File: config.mk
export PLATFORM = sky130hd
export DESIGN_NAME = div_unit
export DESIGN_NICKNAME = d
export VERILOG_FILES = /design/src/rtl/div_unit.sv
export SDC_FILE = /design/constraint.sdc
export NUM_CORES = 1
export LEC_CHECK = 0
export BUFFER_PORTS_ARGS = -buffer_cell sky130_fd_sc_hd__clkbuf_2
export CAP_MARGIN = 10
export CORE_MARGIN = 3
export CORE_UTILIZATION = 40
export CTS_BUF_LIST = sky130_fd_sc_hd__clkbuf_8
export DETAILED_ROUTE_END_ITERATION = 6
export GPL_TIMING_DRIVEN = 0
export PLACE_DENSITY_LB_ADDON = 0.05
export SLEW_MARGIN = 25
export SYNTH_ARGS = -nofsm -noshare
export SYNTH_HDL_FRONTEND = slang
export SYNTH_SLANG_ARGS = --single-unit
File: constraint.sdc
create_clock -name clk -period 6.3 [get_ports clk]
set_clock_uncertainty 0.05 [all_clocks]
set_input_delay 1.26 -clock clk [delete_from_list [all_inputs] [get_ports clk]]
set_output_delay 1.26 -clock clk [all_outputs]
set_load 0.05 [all_outputs]
File: src/rtl/div_unit.sv
// Iterative radix-2 restoring divider for the EX stage: one quotient bit per cycle,
// signed operands handled by magnitude division plus a final sign correction.
module div_unit #(
    parameter int WIDTH = 32
) (
    input  logic                 clk,
    input  logic                 resetn,
    input  logic                 div_valid,
    input  logic                 signed_div,
    input  logic [WIDTH-1:0]     opdata1,
    input  logic [WIDTH-1:0]     opdata2,
    input  logic                 annul,
    output logic [2*WIDTH-1:0]   result,
    output logic                 ready,
    output logic                 stall_div
);

    localparam int CW = $clog2(WIDTH);
    localparam logic [CW-1:0] LAST = CW'(WIDTH - 1);

    localparam logic [1:0] ST_IDLE    = 2'd0;
    localparam logic [1:0] ST_DIVZERO = 2'd1;
    localparam logic [1:0] ST_ON      = 2'd2;
    localparam logic [1:0] ST_END     = 2'd3;

    logic [1:0]         state_q,  state_d;
    logic [CW-1:0]      count_q,  count_d;
    logic [2*WIDTH-1:0] result_q, result_d;
    logic [WIDTH-1:0]   rem_q,    rem_d;
    logic [WIDTH-1:0]   dvd_q,    dvd_d;
    logic [WIDTH-1:0]   dsr_q,    dsr_d;
    logic               sgnq_q,   sgnq_d;
    logic               sgnr_q,   sgnr_d;

    logic [WIDTH:0]     shifted;
    logic [WIDTH:0]     diff;
    logic               fits;
    logic [WIDTH-1:0]   q_next;
    logic [WIDTH-1:0]   r_next;

    function automatic logic [WIDTH-1:0] abs_val(input logic [WIDTH-1:0] x);
        return x[WIDTH-1] ? (~x + WIDTH'(1)) : x;
    endfunction

    function automatic logic [WIDTH-1:0] sign_fix(input logic [WIDTH-1:0] x, input logic neg);
        return neg ? (~x + WIDTH'(1)) : x;
    endfunction

    // The remainder can reach 2*divisor-1 after the shift, so keep one extra bit; diff's MSB is the borrow.
    assign shifted = {rem_q, dvd_q[WIDTH-1]};
    assign diff    = shifted - {1'b0, dsr_q};
    assign fits    = ~diff[WIDTH];
    assign r_next  = fits ? diff[WIDTH-1:0] : shifted[WIDTH-1:0];
    assign q_next  = {dvd_q[WIDTH-2:0], fits};

    always_comb begin
        state_d  = state_q;
        count_d  = count_q;
        result_d = result_q;
        rem_d    = rem_q;
        dvd_d    = dvd_q;
        dsr_d    = dsr_q;
        sgnq_d   = sgnq_q;
        sgnr_d   = sgnr_q;
        if (annul) begin
            state_d  = ST_IDLE;
            count_d  = '0;
            result_d = '0;
        end else begin
            case (state_q)
                ST_IDLE: begin
                    if (div_valid) begin
                        count_d = '0;
                        rem_d   = '0;
                        sgnq_d  = signed_div & (opdata1[WIDTH-1] ^ opdata2[WIDTH-1]);
                        sgnr_d  = signed_div & opdata1[WIDTH-1];
                        dsr_d   = signed_div ? abs_val(opdata2) : opdata2;
                        // Divide-by-zero reports the raw dividend as remainder, so keep it unconverted.
                        if (opdata2 == '0) begin
                            dvd_d   = opdata1;
                            state_d = ST_DIVZERO;
                        end else begin
                            dvd_d   = signed_div ? abs_val(opdata1) : opdata1;
                            state_d = ST_ON;
                        end
                    end
                end
                ST_ON: begin
                    rem_d   = r_next;
                    dvd_d   = q_next;
                    count_d = count_q + CW'(1);
                    if (count_q == LAST) begin
                        state_d  = ST_END;
                        result_d = {sign_fix(r_next, sgnr_q), sign_fix(q_next, sgnq_q)};
                    end
                end
                ST_DIVZERO: begin
                    state_d  = ST_END;
                    result_d = {dvd_q, {WIDTH{1'b1}}};
                end
                default: begin
                    if (!div_valid) state_d = ST_IDLE;
                end
            endcase
        end
    end

    always_ff @(posedge clk or negedge resetn) begin
        if (!resetn) begin
            state_q  <= ST_IDLE;
            count_q  <= '0;
            result_q <= '0;
        end else begin
            state_q  <= state_d;
            count_q  <= count_d;
            result_q <= result_d;
        end
    end

    // Datapath working registers are always loaded before use, so they carry no reset.
    always_ff @(posedge clk) begin
        rem_q  <= rem_d;
        dvd_q  <= dvd_d;
        dsr_q  <= dsr_d;
        sgnq_q <= sgnq_d;
        sgnr_q <= sgnr_d;
    end

    assign result    = result_q;
    assign ready     = (state_q == ST_END);
    assign stall_div = ((state_q == ST_IDLE) & div_valid & ~annul)
                     | (state_q == ST_ON) | (state_q == ST_DIVZERO);

endmodule

== Word-level counts from Yosys, hierarchy flattened ==
Cells that the tools add are included.
W data, S select, Z words.

* Word-level logic and storage cells: 69
* Bits of input ports: 69
* Register bits after elaboration: 169
* Output and inout bits: 66

* Muxes and demuxes: 24
* Reductions and logical operators: 10
* Eq/ne operators: 8
* Add/subtract/negate cells: 6
* Bitwise operators: 13

{| class="wikitable"
|+ Operators by type and width
! operator !! count
|-
| $mux W32 || 10
|-
| $add A32 B1 Y32 const B || 4
|-
| $mux W64 || 2
|-
| $not A32 Y32 || 4
|-
| $pmux W32 S2 || 2
|-
| $pmux W64 S2 || 1
|-
| $sub A33 B32 Y33 || 1
|-
| $logic_not A32 Y1 || 1
|-
| $mux W2 || 5
|-
| $mux W5 || 2
|-
| $pmux W5 S2 || 1
|-
| $reduce_and A3 Y1 || 3
|-
| $ne A3 B3 Y1 const B || 2
|-
| $pmux W2 S3 || 1
|-
| $reduce_bool A3 Y1 || 2
|-
| $add A5 B1 Y5 const B || 1
|-
| $eq A5 B5 Y1 const B || 1
|-
| $ne A5 B1 Y1 const B || 1
|-
| $and A1 B1 Y1 || 4
|-
| $eq A2 B2 Y1 const B || 2
|-
| $reduce_and A2 Y1 || 2
|-
| $eq A2 B1 Y1 const B || 1
|-
| $logic_not A2 Y1 || 1
|-
| $ne A2 B2 Y1 const B || 1
|-
| other kinds (4) || 6
|}

== Longest topological paths before layout ==
* Depth after elaboration: 8
* Mapped depth: 25
* Mapped depth without buffers: 21

== Least setup slack after synthesis ==
OpenSTA, ideal clock, no wires.

* Kind: register to register
* From: register dvd_q[31]
* To: register result_q[58] (netlist: result[58])
* Slack: 902 ps
* Path buffers: 4
* Data required time: 6112 ps
* Cell stages (with the launch flop): 26
* Library setup time: 138 ps
* Period minus slack after synthesis: 5398 ps
* Data arrival time: 5211 ps
* Path through: edfxtp_1 -> inv_1 -> ha_1 -> fa_1 -> nand2b_1 -> a211o_1 -> a21o_1 -> a211oi_4 -> o21a_2 -> nor2_8 -> inv_4 -> buf_2 -> buf_2 -> buf_2 -> nor2_1 -> a21oi_1 -> ha_1 -> nand2_1 -> nor4b_1 -> nand2b_1 -> mux2_2 -> or4_1 -> buf_4 -> o31ai_2 -> xnor2_1 -> o221ai_2

* Longest elaborated chain between the ends: 8

{| class="wikitable"
|+ RTL lines
! element !! line !! source
|-
| start, declared || 30 || <nowiki>logic [WIDTH-1:0] dvd_q, dvd_d;</nowiki>
|-
| start signal, assigned || 123 || <nowiki>dvd_q <= dvd_d;</nowiki>
|-
| $sub A33 B32 Y33 || 51 || <nowiki>assign diff = shifted - {1'b0, dsr_q};</nowiki>
|-
| $mux W32 * || 53 || <nowiki>assign r_next = fits ? diff[WIDTH-1:0] : shifted[WIDTH-1:0];</nowiki>
|-
| $not A32 Y32 || 46 || <nowiki>return neg ? (~x + WIDTH'(1)) : x;</nowiki>
|-
| $add A32 B1 Y32 || 46 ||
|-
| $mux W32 * || 46 ||
|-
| $mux W64 * || 92 || <nowiki>if (count_q == LAST) begin</nowiki>
|-
| $pmux W64 S2 * || 70 || <nowiki>case (state_q)</nowiki>
|-
| $mux W64 * || 65 || <nowiki>if (annul) begin</nowiki>
|-
| end signal, assigned || 116 || <nowiki>result_q <= result_d;</nowiki>
|-
| end, declared || 28 || <nowiki>logic [2*WIDTH-1:0] result_q, result_d;</nowiki>
|}

Every way passes the cells marked *; elsewhere a longest branch is shown, timed or not. The select of a mux whose other input is x is not followed.
A chain may end at the register's enable or synchronous reset.

== Final worst setup path ==
Same ends and word-level chain as after synthesis.

==> impl_metrics.yaml <==
run_status:
  status: "finished clean"
floorplanning:
  row_count: 63
  die_w_um: 181
  die_y_um: 181
  design.die.area_sq_mm: 0.0328
  io_pins: 135
  start_util: 0.410
  core_area_sq_mm: 0.0300
critical_path:
  crit_fanout: 19
  worst_path_max_delay_cell: "edfxtp_1"
  required_ps: 6580
  crit_type: "flop to flop"
  cp_common_cell: "nand2b_1"
  worstPathArrival_ps: 6310
  critPathLaunchType: "flop"
  max_stage_delay_ps: 520
  cp_cell_sequence: "inv_1 -> ha_1 -> fa_1 -> nand2b_1 -> a211o_1 -> a21o_2 -> a211oi_4 -> o21a_4 -> nor2_8 -> inv_4 -> clkbuf_4 -> buf_8 -> nor2_1 -> a21oi_2 -> ha_2 -> nand2_1 -> nor4b_1 -> nand2b_1 -> mux2_2 -> or4_1 -> buf_4 -> o31ai_2 -> xnor2_1 -> o221ai_2"
  cp-end-kind: "flop"
clock_network:
  clock_latency_ps: 490
  clock-sinks: 169
  clockBufferDepth: 2
  cts_buffers: 17
  tritoncts: "yes"
  clkSlewWorstSetupHoldPaths_ps: 120
  htreeDepth: 4
  cts_root_buf: "clkbuf_8"
route:
  viasPerCell: 5.80
  postRouteAntennaNets: 0
  firstDrtPassIters: 5
  num_vias: 11200
  drt-total-wl_um: 40300
  wire_per_inst_um: 21.0
  drt_iter0_drc: 871
  drcViolationCount: 0
layout:
  drive_above_1_share: 0.150
  stdcell_count: 1924
  area_growth_pct: 13.9
  n_antenna_cell: 0
  final_area_sq_mm: 0.0140
  finalNetCount: 1633
hold_path:
  hold_path.class: "flop to flop"
yosys:
  synth_simple_gate_area_frac: 0.176
  synth_area_sq_mm: 0.0123
  syn_nets: 1477
  synth_compound_area_frac: 0.222
  synth-edff-count: 98
  synth-xor-area-share: 0.0970
  synthAdderAreaFrac: 0.0444
  synthArstFlopShare: 0.420
  synth_top_area_cell: "edfxtp_1"
  seq_area_frac_synth: 0.384
  synthTopCellsByArea: "edfxtp_1, dfrtp_1, o21ai_0"
  synthMuxAreaShare: 0.0333
  synth_top_family_by_area: "compound AO/OA/AOI/OAI gates"
  netlist_instances: 1365
  synth_area_per_cell_sq_um: 9.00
  ys.flop_type: "edfxtp_1"
  netlist.area_leader.share: 0.240
  synth_cell_types: 82
  ys_warn_count: 0
  ys_ff_latch: 169
placement:
  dp.cells: 1892
  routabilityCongestion: 0.871
  hpwl_um: 31500
  place_ws_ps: -285
  postPlaceCellArea_sq_mm: 0.0135
  port_buffers: 134
pwr:
  p_per_area_mw_per_mm2: 474
  power.total_mw: 6.63
  vdd_drop_max_mv: 0.205
  p_leak_nw: 5.72
global_routing:
  grt_pass1_wl_um: 61400
  grt_pass1_vias: 10700
  grt_max_degree: 72
  gr-total-overflow: 0
  grt_use_total: 0.238
  antenna_found_initial: 0
timing:
  setup_slack_ps: 271
  period_minus_slack_ps: 6030
  relSlewSlack: 0.386
  slew_violations: 0
  max_freq_ghz: 0.166
  rsz0062_at_grt: "false"
  max_slew.worst_pin.slew_ps: 911
  hold_violations: 0
  setup_viol: 0
  fin_crit_sh: 0.957
run:
  cap_violations: 0
==> Yosys cell counts, types with 13 or more instances <==
library cell	instances
o21ai_0	134
nand2_1	131
edfxtp_1	98
a21oi_1	87
nor2_1	87
xor2_1	73
dfrtp_1	71
xnor2_1	63
inv_1	58
clkbuf_1	54
ha_1	42
mux2i_1	33
nor2b_1	29
o31ai_1	29
nor3_1	25
or3_1	21
o211ai_1	20
and2_1	19
nand3_1	18
nor4_1	18
and3_1	17
buf_2	16
a21o_1	13
o22ai_1	13
o41ai_1	13
==> registers in the layout (all words and copies together) (netlist names) <==
register  count
result       64
sgnr_q        1
state_q       2
count_q       5
dsr_q        32
rem_q        32
dvd_q        32
sgnq_q        1
==> per-layer routing <==
layer  routed length, um  global-route usage
met3                2000              0.0350
met1               19800               0.356
met2               18000               0.365
met4                 497              0.0481
met5                   0                   0
==> through the flow <==
step	hold slack, ps	setup TNS [ps]	utilization
after global placement	454	-51940	0.449
after CTS	496	0	0.466
after global routing	519	0	0.467
after floorplan	436	0	-
after detailed placement	465	-1590	0.452
final	497	0	0.467
==> worst max-delay path, delay by kind of cell, from the launching register on <==
| family | cells | cell delay [ps] |
|---|---|---|
| muxes | 1 | 320 |
| adders and majority gates | 3 | 880 |
| AOI/OAI and AO/OA | 7 | 1760 |
| DFF | 1 | 520 |
| and+or+nand+nor | 7 | 1190 |
| buffers and inverters | 5 | 940 |
| xor gates and xnor gates | 1 | 170 |
==> where the power goes <==
group	internal (mW)	total, mW	switching, mW
clock network	0.337	0.849	0.512
registers	1.58	1.93	0.346
logic	1.26	3.85	2.59
total	3.18	6.63	3.45
==> cell usage in the layout (no fill, tap or decap), drive strengths merged, types with 15 or more instances in the layout <==
master  instances
a21oi          89
inv            65
nand3          18
dfrtp          71
mux2i          33
nand2         131
nor2           88
clkbuf        207
and3           17
and2           19
xnor2          63
nor3           26
o31ai          33
edfxtp         98
ha             42
nor4           18
xor2           73
o41ai          15
o21ai         140
or3            21
o211ai         20
nor2b          29
buf            22
==> repair_timing <==
action | 4_1_cts | 5_1_grt
endpoints found under the setup margin | 7 | 8
setup buffers | 1 | 0
resized for setup | 2 | 7
hold buffers | 0 | 0
==> kinds of logic (layout without fill, tap and decap cells) <==
kind of cell	Yosys count	after routing
AOI/OAI and AO/OA	417	417
xor gates and xnor gates	136	136
adders and majority gates	43	43
buffers and inverters	134	303
DFF	169	169
muxes	40	40
and+or+nand+nor	426	426
==> layout make-up <==
type | instances | area (sq um)
Sequential cell | 169 | 4720
Fill cell | 3046 | 16000
Tap cell | 390 | 488
Buffer | 74 | 314
Clock buffer | 17 | 234
Clock inverter | 15 | 188
Inverter | 59 | 224
Multi-Input combinational cell | 1062 | 7070
Timing Repair Buffer | 138 | 754
==> worst paths after layout <==
path | startpoint | to | slack (ps) | cells after the start
worst max-delay path | dvd_q[31]$_DFFE_PP_ | result[58]$_DFFE_PN0P_ | 270 | 24
worst min-delay path | result[37]$_DFFE_PN0P_ | result[37]$_DFFE_PN0P_ | 500 | 1
worst max register to register | dvd_q[31]$_DFFE_PP_ | result[58]$_DFFE_PN0P_ | 270 | 24
worst min register to register | result[37]$_DFFE_PN0P_ | result[37]$_DFFE_PN0P_ | 500 | 1
max in group asynchronous | resetn | result[41]$_DFFE_PN0P_ | 5010 | 1
min in group asynchronous | resetn | result[24]$_DFFE_PN0P_ | 690 | 1
No activity file was read; power rests on OpenSTA's default activity.
